==> config.mk <==
export PLATFORM = sky130hd
export DESIGN_NAME = aes_encipher
export DESIGN_NICKNAME = d
export VERILOG_FILES = /design/src/rtl/aes_encipher.sv
export SDC_FILE = /design/constraint.sdc
export NUM_CORES = 1
export LEC_CHECK = 0
export ABC_AREA = 0
export CAP_MARGIN = 5
export CORE_AREA = 3 3 745 747
export DETAILED_ROUTE_END_ITERATION = 10
export DIE_AREA = 0 0 748 750
export GPL_ROUTABILITY_DRIVEN = 0
export PLACE_DENSITY_LB_ADDON = 0.15
export SYNTH_ARGS = -nofsm -noshare
export SYNTH_HDL_FRONTEND = slang
export SYNTH_SLANG_ARGS = --single-unit
export TNS_END_PERCENT = 20
==> constraint.sdc <==
create_clock -name clk -period 2.7 [get_ports clk]
set_input_delay 0.675 -clock clk [delete_from_list [all_inputs] [get_ports clk]]
set_output_delay 0.675 -clock clk [all_outputs]
set_load 0.1 [all_outputs]
==> src/rtl/aes_encipher.sv <==
// AES-128 encipher datapath: one round per clock, with the S-box and the
// key schedule supplied from outside the block.
module aes_encipher (
    input  logic         clk,
    input  logic         reset_n,
    input  logic         start,
    input  logic [127:0] block_in,
    input  logic [127:0] key,
    input  logic         key_ready,
    input  logic [127:0] round_key_1,
    input  logic [127:0] round_key_2,
    input  logic [127:0] round_key_3,
    input  logic [127:0] round_key_4,
    input  logic [127:0] round_key_5,
    input  logic [127:0] round_key_6,
    input  logic [127:0] round_key_7,
    input  logic [127:0] round_key_8,
    input  logic [127:0] round_key_9,
    input  logic [127:0] round_key_10,
    output logic [127:0] sboxw,
    input  logic [127:0] new_sboxw,
    output logic [127:0] block_out,
    output logic         ready
);

    typedef enum logic {IDLE, ROUND} fsm_t;

    fsm_t         fsm_reg, fsm_next;
    logic [3:0]   rc_reg;
    logic [127:0] state_reg;
    logic [127:0] block_out_reg;
    logic         ready_reg;

    logic         accept;
    logic         round_step;
    logic         last_round;
    logic [127:0] rk_sel;
    logic [127:0] shifted;
    logic [127:0] mixed;

    function automatic logic [7:0] xtime(input logic [7:0] b);
        return {b[6:0], 1'b0} ^ (b[7] ? 8'h1b : 8'h00);
    endfunction

    assign sboxw     = state_reg;
    assign block_out = block_out_reg;
    assign ready     = ready_reg;

    // Bytes are column-major: byte index = row + 4*col, byte 0 in the MSBs.
    // Row r of the output takes column (c + r) mod 4 of the input.
    generate
        for (genvar gi = 0; gi < 16; gi++) begin : g_shift_rows
            localparam int ROW = gi % 4;
            localparam int COL = gi / 4;
            localparam int SRC = ROW + 4 * ((COL + ROW) % 4);
            assign shifted[127 - 8*gi -: 8] = new_sboxw[127 - 8*SRC -: 8];
        end

        for (genvar gi = 0; gi < 4; gi++) begin : g_mix_columns
            logic [7:0] a0, a1, a2, a3;
            assign a0 = shifted[127 - 32*gi -: 8];
            assign a1 = shifted[119 - 32*gi -: 8];
            assign a2 = shifted[111 - 32*gi -: 8];
            assign a3 = shifted[103 - 32*gi -: 8];
            // 3*x is xtime(x) ^ x.
            assign mixed[127 - 32*gi -: 8] = xtime(a0) ^ xtime(a1) ^ a1 ^ a2 ^ a3;
            assign mixed[119 - 32*gi -: 8] = a0 ^ xtime(a1) ^ xtime(a2) ^ a2 ^ a3;
            assign mixed[111 - 32*gi -: 8] = a0 ^ a1 ^ xtime(a2) ^ xtime(a3) ^ a3;
            assign mixed[103 - 32*gi -: 8] = xtime(a0) ^ a0 ^ a1 ^ a2 ^ xtime(a3);
        end
    endgenerate

    always_comb begin
        rk_sel = round_key_10;
        case (rc_reg)
            4'd1:    rk_sel = round_key_1;
            4'd2:    rk_sel = round_key_2;
            4'd3:    rk_sel = round_key_3;
            4'd4:    rk_sel = round_key_4;
            4'd5:    rk_sel = round_key_5;
            4'd6:    rk_sel = round_key_6;
            4'd7:    rk_sel = round_key_7;
            4'd8:    rk_sel = round_key_8;
            4'd9:    rk_sel = round_key_9;
            default: rk_sel = round_key_10;
        endcase
    end

    always_ff @(posedge clk) begin
        if (reset_n) begin
            fsm_reg <= IDLE;
        end else begin
            fsm_reg <= fsm_next;
        end
    end

    always_comb begin
        fsm_next = fsm_reg;
        case (fsm_reg)
            IDLE:    if (start && key_ready) fsm_next = ROUND;
            ROUND:   if (rc_reg == 4'd10)    fsm_next = IDLE;
            default: fsm_next = IDLE;
        endcase
    end

    always_comb begin
        accept     = (fsm_reg == IDLE) && start && key_ready;
        round_step = (fsm_reg == ROUND);
        last_round = round_step && (rc_reg == 4'd10);
    end

    always_ff @(posedge clk) begin
        if (reset_n) begin
            rc_reg        <= 4'd0;
            state_reg     <= '0;
            block_out_reg <= '0;
            ready_reg     <= 1'b0;
        end else if (accept) begin
            state_reg <= block_in ^ key;
            rc_reg    <= 4'd1;
            ready_reg <= 1'b0;
        end else if (last_round) begin
            block_out_reg <= shifted ^ rk_sel;
            ready_reg     <= 1'b1;
            rc_reg        <= 4'd0;
        end else if (round_step) begin
            state_reg <= mixed ^ rk_sel;
            rc_reg    <= rc_reg + 4'd1;
        end
    end

endmodule

==> results.json <==
{
  "grt_max_degree": 49,
  "clockBufferDepth": 3,
  "arrival_ns": 3.99,
  "grt_pass1_wl_um": 662000,
  "yosysSeqAreaShare_pct": 19.8,
  "final_common_cell": "clkdlybuf4s50_1",
  "setup_tns_ns": -69.52,
  "hold_violations": 0,
  "synth_edf_count": 0,
  "slew_headroom_pct": 21.7,
  "tightest_slew_ns": 1.17,
  "mostFrequentLayoutCells": "clkdlybuf4s50_1 (1,666), buf_4 (993), xnor2_1 (536)",
  "die_area_mm2": 0.561,
  "grt_pass1_vias": 42500,
  "worst-path-max-fanout": 23,
  "final_area_mm2": 0.0695,
  "io_pins": 1925,
  "wl_um": 571000,
  "maxSlewViolCount": 0,
  "worst_slack_ns": -0.709,
  "cts_hold_buf": 0,
  "cap_violations": 0,
  "overflow": 0,
  "power.density_mw_per_mm2": 456,
  "worstReg2RegEnd": "block_out[108]$_SDFFE_PP0P_",
  "min_path_type": "input port to flip-flop",
  "root_buffer": "clkbuf_16",
  "setup.worst_path.start": "rc_reg[0]$_SDFFE_PP0P_",
  "h-tree-depth": 2,
  "tritoncts": "built",
  "r2r_setup_slack_ns": -0.71,
  "rsz0062_at_grt": "yes",
  "cts-buffers-inserted": 43,
  "fp-row-count": 272,
  "grt_usage_pct": 19.3,
  "synth_nets": 4929,
  "yosysWarnings": 0,
  "vias": 42900,
  "dr.first_iter.drc_count": 4067,
  "synth_seq_cells": 262,
  "yosysTopAreaCellShare_pct": 20.4,
  "drive_above_1_share_pct": 31.0,
  "reg2reg_depth": 12,
  "fin_crit_sh_pct": 126,
  "clock_sinks": 262,
  "hpwl_um": 516000,
  "syn_to_final_growth_pct": 163,
  "status": "finished, violations left",
  "wl_per_cell_um": 42.7,
  "fin_cells": 13400,
  "worst_setup_path_start_kind": "flip-flop",
  "die_w_um": 748,
  "synth_ff_type": "dfxtp_1",
  "finalClockSkew_ns": 0.0803,
  "dp_cells": 13100,
  "finalNetCount": 7638,
  "coreArea_mm2": 0.549,
  "critPathKind": "flip-flop to flip-flop",
  "antenna_found_initial": 507,
  "crit_required_ns": 3.28,
  "drc": 0,
  "initial_core_util_pct": 4.82,
  "ant_nets": 0,
  "cp-endpoint": "block_out[108]$_SDFFE_PP0P_",
  "p_leak_nw": 23.7,
  "ir_drop_mv": 0.374,
  "clkSlewWorstSetupHoldPaths_ns": 0.07,
  "setup_viol": 254,
  "violations": "negative setup slack",
  "netlist_area_mm2": 0.0265,
  "viasPerCell": 3.21,
  "dpl-instance-area_mm2": 0.0632,
  "worstSetupEndpointType": "flip-flop",
  "place.port_buffers": 1924,
  "clk-insertion-delay-late_ns": 0.70,
  "drt_pass1_iterations": 8,
  "synthTopCellsByArea": "xnor2_1 (20%), dfxtp_1 (20%), a22oi_1 (8.7%), xor2_1 (6.8%), o21ai_0 (4.0%)",
  "async_reset_ff_share_pct": 0,
  "yosysTopAreaCell": "xnor2_1",
  "die_h_um": 750,
  "synthDistinctLibCells": 76,
  "syn_area_per_cell_um2": 8.12,
  "syn_inst": 3257,
  "rr_startpoint": "rc_reg[0]$_SDFFE_PP0P_",
  "fin_crit_ns": 3.41,
  "fmax_ghz": 0.293,
  "finalPower_w": 0.0317
}
## report_power, final
part	internal (W)	switching, W
combinational	0.00860	0.0124
sequential	0.00427	0.000406
clock	0.00341	0.00262
## area by class of cell
class | count | area (um2)
antenna | 134 | 335
clock buffer | 60 | 1250
clock inverter | 16 | 150
fill | 62800 | 479000
inverter | 7 | 40.0
multi-input combinational | 2626 | 22700
sequential | 262 | 5260
tap | 7261 | 9080
timing repair buffer | 3026 | 30700
## critical path, cell delays in order, from the launching register on
cell and delay (ns):
dfxtp_4 0.36, inv_2 0.07, ha_4 0.20, buf_12 0.17
buf_12 0.22, nand3_1 0.24, a21oi_1 0.12, buf_4 0.17
a2111oi_4 0.97, buf_12 0.24, xnor2_1 0.14, nand2_1 0.09
a21oi_1 0.16
## cells in the mapped netlist (20+ instances only)
master       n
a221oi_2    27
a21oi_1    192
nor2_1      82
a22o_1      54
buf_1       20
nand3b_1    20
clkbuf_1   195
buf_2      111
nand2_1    206
a221o_1     23
a221oi_1    66
a222oi_1    63
dfxtp_1    262
o2bb2ai_1   21
nand3_1    105
a31oi_1     21
buf_4       23
a211oi_1    22
xnor2_1    615
o22ai_1     92
o21ai_0    209
xor2_1     204
mux2i_1     33
a22oi_1    306
o221ai_1    67
## metal layers
layer	track usage, %	routed length [um]	up-vias
li1	-	-	17900
met1	23.6	238000	21300
met2	32.9	270000	2622
met3	6.87	48200	845
met4	3.38	13300	224
met5	0	1450	-
## cells by family after synthesis
| family | Yosys count | synth area share [%] |
|---|---|---|
| simple gates | 478 | 8.45 |
| fa+ha+maj | 4 | 0.189 |
| compound gates | 1277 | 36.1 |
| buf+inv | 369 | 6.45 |
| mux | 48 | 1.90 |
| xor+xnor | 819 | 27.1 |
| flops | 262 | 19.8 |
## how the worst min path moves through the flow
stage                                          start  cells after the start                         end
after floorplan               rc_reg[0]$_SDFFE_PP0P_                      1      rc_reg[0]$_SDFFE_PP0P_
after global placement    block_out[87]$_SDFFE_PP0P_                      2  block_out[87]$_SDFFE_PP0P_
after detailed placement      sboxw[80]$_SDFFE_PP0P_                      2      sboxw[80]$_SDFFE_PP0P_
after CTS                                    reset_n                      2          fsm_reg$_SDFF_PP0_
after global routing                         reset_n                      2          fsm_reg$_SDFF_PP0_
final                                        reset_n                      2          fsm_reg$_SDFF_PP0_
## timing repair
| item | CTS | global route |
|---|---|---|
| pin swaps | 88 | 130 |
| gates cloned | 2 | 10 |
| setup buffers | 63 | 56 |
| setup endpoints to repair | 256 | 256 |
| resized for setup | 313 | 266 |
## through the flow
stage,utilization (%),hold WS [ns],worst slack (ns)
after global routing,12.6,0.209,-0.648
final,12.7,0.260,-0.709
after detailed placement,11.5,0.448,-1.28
after CTS,12.2,0.174,-0.689
after global placement,11.5,0.446,-1.36
after floorplan,-,0.514,0.362
Note: power is estimated with default switching activity, not from simulation.
